<file path="src/rtl/lpm_compare_sar_pkg.sv">
// Shared definitions for the lpm_compare successive-approximation controller:
// FSM state encoding, representation strings and index-width helper.
package lpm_compare_sar_pkg;

    typedef enum logic [1:0] {
        ST_IDLE  = 2'd0,
        ST_TRIAL = 2'd1,
        ST_DONE  = 2'd2
    } sar_state_e;

    localparam string REP_UNSIGNED = "UNSIGNED";
    localparam string REP_SIGNED   = "SIGNED";

    // Width of a bit pointer addressing a w-bit code; never zero.
    function automatic int unsigned idx_w(input int unsigned w);
        return (w > 1) ? $clog2(w) : 1;
    endfunction

endpackage

</file>
<file path="src/rtl/lpm_sar_wait_cnt.sv">
// Comparator-latency wait counter: counts clken-qualified edges up to
// lpm_pipeline and raises tc while it sits at the terminal count.
module lpm_sar_wait_cnt
    import lpm_compare_sar_pkg::*;
#(
    parameter int unsigned lpm_pipeline = 1
) (
    input  logic clock,
    input  logic aclr_n,
    input  logic clken,
    input  logic clr,
    output logic tc
);

    localparam int unsigned     CW   = $clog2(lpm_pipeline + 1);
    localparam logic [CW-1:0]   TERM = CW'(lpm_pipeline);

    logic [CW-1:0] cnt_q, cnt_d;

    always_comb begin
        cnt_d = cnt_q;
        if (clr) begin
            cnt_d = '0;
        end else if (!tc) begin
            cnt_d = cnt_q + CW'(1);
        end
    end

    always_ff @(posedge clock or negedge aclr_n) begin
        if (!aclr_n) begin
            cnt_q <= '0;
        end else if (clken) begin
            cnt_q <= cnt_d;
        end
    end

    assign tc = (cnt_q == TERM);

endmodule

</file>
<file path="src/rtl/lpm_compare_sar.sv">
// Successive-approximation search driving the datab side of an lpm_compare.
// Optional LPM_COMPARE_SAR_EARLY_EXIT_EN stops the search on the first aeb hit.
module lpm_compare_sar
    import lpm_compare_sar_pkg::*;
#(
    parameter int unsigned lpm_width          = 1,
    parameter string       lpm_representation = "UNSIGNED",
    parameter int unsigned lpm_pipeline       = 0
) (
    input  logic                 clock,
    input  logic                 aclr_n,
    input  logic                 clken,
    input  logic                 start,
    input  logic                 ageb,
    input  logic                 aeb,
    output logic [lpm_width-1:0] datab,
    output logic [lpm_width-1:0] result,
    output logic                 busy,
    output logic                 done
);

    localparam int unsigned    W         = lpm_width;
    localparam int unsigned    BW        = idx_w(W);
    localparam bit             IS_SIGNED = (lpm_representation == REP_SIGNED);
    localparam logic [W-1:0]   MSB       = W'(1) << (W - 1);
    localparam logic [W-1:0]   FLIP      = IS_SIGNED ? MSB : '0;
    localparam logic [BW-1:0]  TOP_IDX   = BW'(W - 1);

    // The trial code is offset-binary; signed comparators see its MSB inverted.
    function automatic logic [W-1:0] map_code(input logic [W-1:0] t);
        return t ^ FLIP;
    endfunction

    sar_state_e    state_q, state_d;
    logic [W-1:0]  t_q, t_d;
    logic [W-1:0]  result_q, result_d;
    logic [BW-1:0] bit_q, bit_d;
    logic          busy_q, busy_d;
    logic          done_q, done_d;
    logic          tc;
    logic          cnt_clr;
    logic          hit;

`ifdef LPM_COMPARE_SAR_EARLY_EXIT_EN
    assign hit = aeb;
`else
    assign hit = 1'b0;
    logic unused_aeb;
    assign unused_aeb = aeb;
`endif

    // Counter restarts on every new trial so each bit waits a full comparator latency.
    assign cnt_clr = (state_q != ST_TRIAL) || tc;

    if (lpm_pipeline > 0) begin : g_wait
        lpm_sar_wait_cnt #(
            .lpm_pipeline(lpm_pipeline)
        ) u_wait (
            .clock  (clock),
            .aclr_n (aclr_n),
            .clken  (clken),
            .clr    (cnt_clr),
            .tc     (tc)
        );
    end else begin : g_nowait
        assign tc = 1'b1;
        logic unused_clr;
        assign unused_clr = cnt_clr;
    end

    always_comb begin
        state_d  = state_q;
        t_d      = t_q;
        bit_d    = bit_q;
        result_d = result_q;
        busy_d   = busy_q;
        done_d   = 1'b0;
        case (state_q)
            ST_IDLE: begin
                if (start) begin
                    t_d     = MSB;
                    bit_d   = TOP_IDX;
                    busy_d  = 1'b1;
                    state_d = ST_TRIAL;
                end
            end
            ST_TRIAL: begin
                if (tc) begin
                    if (hit) begin
                        result_d = map_code(t_q);
                        busy_d   = 1'b0;
                        done_d   = 1'b1;
                        state_d  = ST_DONE;
                    end else begin
                        t_d[bit_q] = ageb;
                        if (bit_q != '0) begin
                            t_d[bit_q - BW'(1)] = 1'b1;
                            bit_d               = bit_q - BW'(1);
                        end else begin
                            result_d = map_code(t_d);
                            busy_d   = 1'b0;
                            done_d   = 1'b1;
                            state_d  = ST_DONE;
                        end
                    end
                end
            end
            ST_DONE: begin
                state_d = ST_IDLE;
            end
            default: begin
                state_d = ST_IDLE;
                busy_d  = 1'b0;
            end
        endcase
    end

    // Reset code maps to datab==0 in either representation.
    always_ff @(posedge clock or negedge aclr_n) begin
        if (!aclr_n) begin
            state_q  <= ST_IDLE;
            t_q      <= FLIP;
            bit_q    <= '0;
            result_q <= '0;
            busy_q   <= 1'b0;
            done_q   <= 1'b0;
        end else if (clken) begin
            state_q  <= state_d;
            t_q      <= t_d;
            bit_q    <= bit_d;
            result_q <= result_d;
            busy_q   <= busy_d;
            done_q   <= done_d;
        end
    end

    assign datab  = map_code(t_q);
    assign result = result_q;
    assign busy   = busy_q;
    assign done   = done_q;

endmodule
</file>
<file path="config.mk">
export PLATFORM = sky130hd
export DESIGN_NAME = lpm_compare_sar
export DESIGN_NICKNAME = d
export VERILOG_FILES = /design/src/rtl/lpm_compare_sar_pkg.sv /design/src/rtl/lpm_sar_wait_cnt.sv /design/src/rtl/lpm_compare_sar.sv
export SDC_FILE = /design/constraint.sdc
export NUM_CORES = 1
export LEC_CHECK = 0
export BUFFER_PORTS_ARGS = -buffer_cell sky130_fd_sc_hd__buf_2
export CORE_AREA = 10 10 47 49
export DETAILED_ROUTE_END_ITERATION = 10
export DIE_AREA = 0 0 57 59
export HOLD_SLACK_MARGIN = 0.06
export REMOVE_ABC_BUFFERS = 1
export SKIP_CTS_REPAIR_TIMING = 1
export SYNTH_ARGS = -nofsm -noshare
export SYNTH_HDL_FRONTEND = slang
export SYNTH_SLANG_ARGS = --single-unit
</file>
<file path="constraint.sdc">
create_clock -name clock -period 2.5 [get_ports clock]
set_clock_uncertainty 0.15 [all_clocks]
set_input_delay 0.375 -clock clock [delete_from_list [all_inputs] [get_ports clock]]
set_output_delay 0.375 -clock clock [all_outputs]
set_load 0.05 [all_outputs]
</file>
# == Word level (Yosys, flattened, before mapping) ==
# Cells that the tools add are included.
# totals
ff_bits,7
input_bits,6
out_inout_bits,4
elab_cells,42
# op_classes
add_sub_neg,1
magnitude_cmp,4
n_eq_ne,4
n_mux,16
n_bitwise,3
reduce_logical,8
# op_table
cell,count
1-bit two-way mux,9
3-bit AND reduction,3
2-bit two-way mux,2
"2-bit != test, second input constant",2
1-bit one-hot mux with 2 select lines,2
2-bit one-hot mux with 2 select lines,1
4-bit AND reduction,1
1-bit one-hot mux with 3 select lines,1
"2-bit by 1-bit equality test with 1-bit output, second input constant",1
"2-bit equality test, second input constant",1
"1-bit greater-or-equal comparator, second input constant",2
1-bit logical AND,2
2-bit logical NOT,1
"1-bit less-than comparator, second input constant",2
1-bit NOT,2
2-bit nonzero test,1
1-bit bitwise mux,1
1-bit OR,1
"1-bit subtractor, second input constant",1

# == Longest topological paths before layout ==
# Gate-level depths: netlist (run 1).
# logic_depth
depth_word,7
ltp_mapped,3
depth_no_buf,3

# == Worst setup path after synthesis (run 1) ==
# Ideal clock, no wire load.
# synth_timing
path_type,reg-to-reg
startpoint,reg state_q[1]
endpoint,reg result_q (netlist: result)
setup_time_ns,0.125
arrival_time_ns,0.951
required_time_ns,2.225
path_slack_ns,1.274
path_stages_with_launch,4
n_path_buf,0
period_less_slack_ns,1.226
path_cell_list,dfrtp_1 > and2b_4 > nand2_4 > mux2_4
# synth_via
elab_chain_len,2
# synth_lines
item,line_no,source
"start, declared",lpm_compare_sar.sv:34,"sar_state_e state_q, state_d;"
"start signal, assigned",lpm_compare_sar.sv:128,state_q <= state_d;
2-bit by 1-bit equality test with 1-bit output,lpm_compare_sar.sv:78,case (state_q)
3-bit AND reduction (no line),-,
"end signal, assigned",lpm_compare_sar.sv:131,result_q <= result_d;
"end, declared",lpm_compare_sar.sv:36,"logic [W-1:0] result_q, result_d;"
# Every way passes these cells.
# A chain may end at the register's enable or synchronous reset.

# == Worst setup path after layout (run 1) ==
# layout_timing
startpoint,reg result_q (netlist: result)
endpoint,out result
# layout_rtl
item,line_no,source
"end, declared",lpm_compare_sar.sv:17,"output logic [lpm_width-1:0] result,"
# No word-level cell between the ends.

==> impl_metrics.tcl, run 1 <==
set metrics [dict create \
    syn_inst 20 \
    clk_latency_ns 0.24 \
    drive_above_1_share_pct 43.75 \
    io_pins 10 \
    synth_commonest_cells "dfrtp_1, inv_1, a21oi_1, o21ai_0" \
    synth_edf_count 0 \
    numCtsBuffers 3 \
    slew_headroom_pct 83.05 \
    synth_area_um2 245.2 \
    grt_max_degree 7 \
    hp-class "in2reg" \
    cts_tree "done" \
    cts_root_buf "clkbuf_4" \
    dp_worst_setup_slack_ns 1.160 \
    placementRows 14 \
    maxCapViolations 0 \
    postPlaceCellArea_um2 305.3 \
    drt-total-wl_um 501 \
    cp_cell_sequence "buf_2" \
    h-tree-depth 1 \
    outcome "complete, no violations" \
    wire_per_inst_um 10.44 \
    diodes 0 \
    core_um2 1401 \
    netlist_top_cells_area "dfrtp_1, mux2_4, inv_1" \
    max_stage_delay_ns 0.34 \
    grtUsageTotal_pct 3.384 \
    end_kind "output pin" \
    num-nets-final 40 \
    ys_ff_latch 6 \
    post-route-drc-count 0 \
    power.total_w 0.0003606 \
    finalHoldViolCount 0 \
    synth_largest_area_cell "dfrtp_1" \
    finalWorstSetupSlack_ns 1.124 \
    met1_length_um 240 \
    yosysMostFrequentCell "dfrtp_1" \
    syn_to_final_growth_pct 37.76 \
    antenna_found_initial 0 \
    rsz0062_at_grt "false" \
    grt_pass1_wl_um 731 \
    port_buffers 8 \
    cp.arrival_ns 0.85 \
    die-area_um2 3363 \
    drv_slew 0 \
    yosysTopAreaCellShare_pct 61.22 \
    cp_num_buf_inv 1 \
    slowest_stage "dfrtp_1" \
    critPathRequiredTime_ns 1.98 \
    postRouteAntennaNets 0 \
    clkTransAtPathRegs_ns 0.04 \
    async_flop_share_pct 100.0 \
    yosysSeqAreaShare_pct 61.22 \
    dr_wl_met2_um 186 \
    dr.pass1.iters 3 \
    top_layer "met4" \
    multi_input_area_um2 83.83 \
    vias 184 \
    ir_drop_mv 0.2127 \
    worst_pin_slew_ns 0.2560 \
    grt_pass1_vias 179 \
    start_util_pct 17.50 \
    utilization_pct 24.11 \
    path_max_fanout 2 \
    fmax_ghz 0.7267 \
    cts_buffer_depth 2 \
    drt_iter0_drc 4 \
    fillCellCount 162 \
    seqCellArea_um2 150.1 \
    met3_length_um 54 \
    dieHeight_um 59 \
    setup_tns_ns 0 \
    synthDistinctLibCells 11 \
    cts.sinks 6 \
    crit_family "flip-flops" \
    fin_area_um2 337.8 \
    powerDensity_nw_per_um2 1067 \
    overflow 0 \
    finalSetupViolations 0 \
    critical_path_class "reg2out" \
    rrSetupSlack_ns 1.25 \
    p_leak_nw 0.1651 \
    start_kind "flip-flop" \
    detail_route.vias_per_cell 3.833 \
    fin_crit_sh_pct 55.04 \
    yosysWarningCount 0 \
    synth_flop_cell "dfrtp_1" \
    layout_min_cycle_time_ns 1.376 \
    routabilityCongestion 0.6114 \
    die_w_um 57 \
    syn_avg_cell_area_um2 12.26 \
]
-- sequential cells by signal, indices dropped and copies added (netlist names) --
name / flops
busy: 1
datab: 1
result: 1
done: 1
state_q: 2
-- area by class of cell --
cell class,instances,share of cell area [%]
flip-flops and latches,6,44.44
multi-input cells,11,24.81
repair buffers,9,14.81
clock buffers,3,6.667
well taps,16,5.926
inverters,3,3.333
-- cell usage in the layout, fill, tap and decap left out, types with 2 or more instances in the layout --
cell,instances
clkbuf_4,3
a21oi_1,2
o21ai_0,2
dfrtp_1,6
buf_2,8
inv_1,3
-- per-layer routing --
layer  vias up  GRT usage (%)
li1         92              -
met1        82          3.241
met2         8          3.411
met3         2          3.648
met4         0          4.027
met5         -              0
-- final timing paths --
check,endpoint,cells after the start,start
worst max register to register,result,3,state_q[1]
worst min register to register,datab,1,datab
worst max-delay path,result,1,result
min in group asynchronous,busy,2,aclr_n
worst min-delay path,busy,2,clken
max in group asynchronous,datab,2,aclr_n
-- through the flow --
step	hold slack, ns	instances
detailed placement	0.05618	44
global route	0.2368	48
global placement	0.05497	44
floorplan	-0.07059	20
CTS	-0.2062	47
finish	0.2273	48
-- report_power, final --
part / switching (W) / total (W) / internal (W)
registers: 0.0000145 / 0.000136 / 0.000122
clock network: 0.0000345 / 0.0000887 / 0.0000543
logic: 0.0000949 / 0.000135 / 0.0000405
-- cell families (layout without fill, tap and decap cells) --
group	count (synthesis)	count (layout)	share of synthesized area, %
simple gates	3	3	11.23
flops	6	6	61.22
mux	1	1	6.121
buf+inv	3	15	4.592
compound gates	7	7	16.84
Note: power is estimated with default switching activity, not from simulation.
==> run 2, diff against run 1 <==
==> constraint.sdc (replaced) <==
create_clock -name clock -period 1.35 [get_ports clock]
set_clock_uncertainty 0.15 [all_clocks]
set_input_delay 0.2025 -clock clock [delete_from_list [all_inputs] [get_ports clock]]
set_output_delay 0.2025 -clock clock [all_outputs]
set_load 0.05 [all_outputs]
==> run 2 against run 1 <==
  * Die area stayed put
  * Register-to-register slack worse by 1.2 ns
  * Clock power grew 84%
  * Worst hold slack lost 0.17 ns
  * Total power increased by 85%
  * Non-clock buffer count unchanged
  * Critical path type is now reg2reg
  * Largest power group is now combinational logic
==> impl_metrics.tcl, run 2 (synthesis gave the netlist of run 1 again) <==
set metrics [dict create \
    hp-class "in2reg" \
    start_util_pct 17.50 \
    wire_per_inst_um 11.19 \
    worst_pin_slew_ns 0.2557 \
    antenna_found_initial 0 \
    powerDensity_nw_per_um2 1974 \
    drt-total-wl_um 537 \
    syn_to_final_growth_pct 37.76 \
    grt_pass1_vias 206 \
    clk_latency_ns 0.24 \
    diodes 0 \
    power_frac_seq_pct 37.6 \
    core_um2 1401 \
    outcome "complete, no violations" \
    path_max_fanout 4 \
    top_register "state_q" \
    layout_min_cycle_time_ns 1.266 \
    slew_headroom_pct 83.07 \
    top_layer "met4" \
    postRouteAntennaNets 0 \
    largest_reg_flops 2 \
    combPwrFrac_pct 38.0 \
    final_common_cell "buf_2" \
    post-route-drc-count 0 \
    critical_path_class "reg2reg" \
    cts_tree "done" \
    cts_buffer_depth 2 \
    ir_drop_mv 0.3854 \
    drv_slew 0 \
    drt_iter0_drc 0 \
    dieHeight_um 59 \
    fin_crit_sh_pct 93.74 \
    io_pins 10 \
    intPower_w 0.0004012 \
    clkPwrFrac_pct 24.4 \
    p_switching_w 0.0002658 \
    grt_max_degree 7 \
    maxCapViolations 0 \
    numCtsBuffers 3 \
    met3_length_um 79 \
    cts.sinks 6 \
    dr_wl_met2_um 218 \
    rsz0062_at_grt "false" \
    placementRows 14 \
    die_w_um 57 \
    clkTransAtPathRegs_ns 0.04 \
    mostFrequentLayoutCells "buf_2, dfrtp_1, inv_1, clkbuf_4" \
    end_kind "flip-flop" \
    h-tree-depth 1 \
    port_buffers 8 \
    met1_length_um 220 \
    dr.pass1.iters 1 \
    fmax_ghz 0.7902 \
    cp.arrival_ns 1.24 \
    finalHoldViolCount 0 \
    p_leak_nw 0.1651 \
    routabilityCongestion 0.6081 \
    detail_route.vias_per_cell 4.104 \
    cts_root_buf "clkbuf_4" \
    rrSetupSlack_ns 0.08 \
    finalSetupViolations 0 \
    overflow 0 \
    netSwitchingFraction_pct 39.85 \
    grt_pass1_wl_um 876 \
    utilization_pct 24.11 \
    num-nets-final 40 \
    setup_tns_ns 0 \
    grtUsageTotal_pct 3.778 \
    vias 197 \
    start_kind "flip-flop" \
    critPathRequiredTime_ns 1.32 \
    drive_above_1_share_pct 43.75 \
    die-area_um2 3363 \
]
## run 2: cell type report
cell class	count	area (µm²)
Sequential cell	6	150.1
Clock buffer	3	22.52
Multi-Input combinational cell	11	83.83
Fill cell	163	1064
Inverter	3	11.26
Tap cell	16	20.02
Timing Repair Buffer	9	50.05
## run 2: final timing paths
path / from / end / cells past startpoint
setup / recovery: state_q[1] / result / 3
hold / removal: clken / busy / 2
setup reg to reg: state_q[1] / result / 3
hold reg to reg: datab / datab / 1
max in group asynchronous: aclr_n / datab / 2
min in group asynchronous: aclr_n / busy / 2
## run 2: critical path, cell delays in order (launching register included)
cell     delay [ns]
dfrtp_1        0.36
and2b_4        0.27
nand2_4        0.07
mux2_4         0.30
## run 2: through the flow
stage                     setup WS [ns]  hold slack, ns  instance area (µm²)  instances   power, W
after global placement          0.09139         -0.1173                305.3         44  0.0005058
final                           0.08449         0.06073                337.8         48  0.0006670
after floorplan                  0.1241         -0.2431                245.2         20  0.0004452
after detailed placement        0.09150         -0.1156                305.3         44  0.0005089
after CTS                       0.08117         -0.3775                327.8         47  0.0006794
after global routing            0.05603         0.07443                337.8         48  0.0007079
## run 2: power groups by stage
stage / Combinational, W / Sequential, W / Clock (W)
after floorplan: 0.0000663 / 0.000379 / 0
after global routing: 0.000272 / 0.000260 / 0.000177
final: 0.000254 / 0.000251 / 0.000163
after global placement: 0.000254 / 0.000252 / 0
after CTS: 0.000256 / 0.000252 / 0.000172
after detailed placement: 0.000255 / 0.000254 / 0
## run 2: routing by layer
| metal | up-vias | global-route usage (%) |
|---|---|---|
| met3 | 2 | 4.077 |
| met5 | - | 0 |
| met4 | 0 | 4.027 |
| met1 | 93 | 3.249 |
| li1 | 92 | - |
| met2 | 10 | 4.496 |
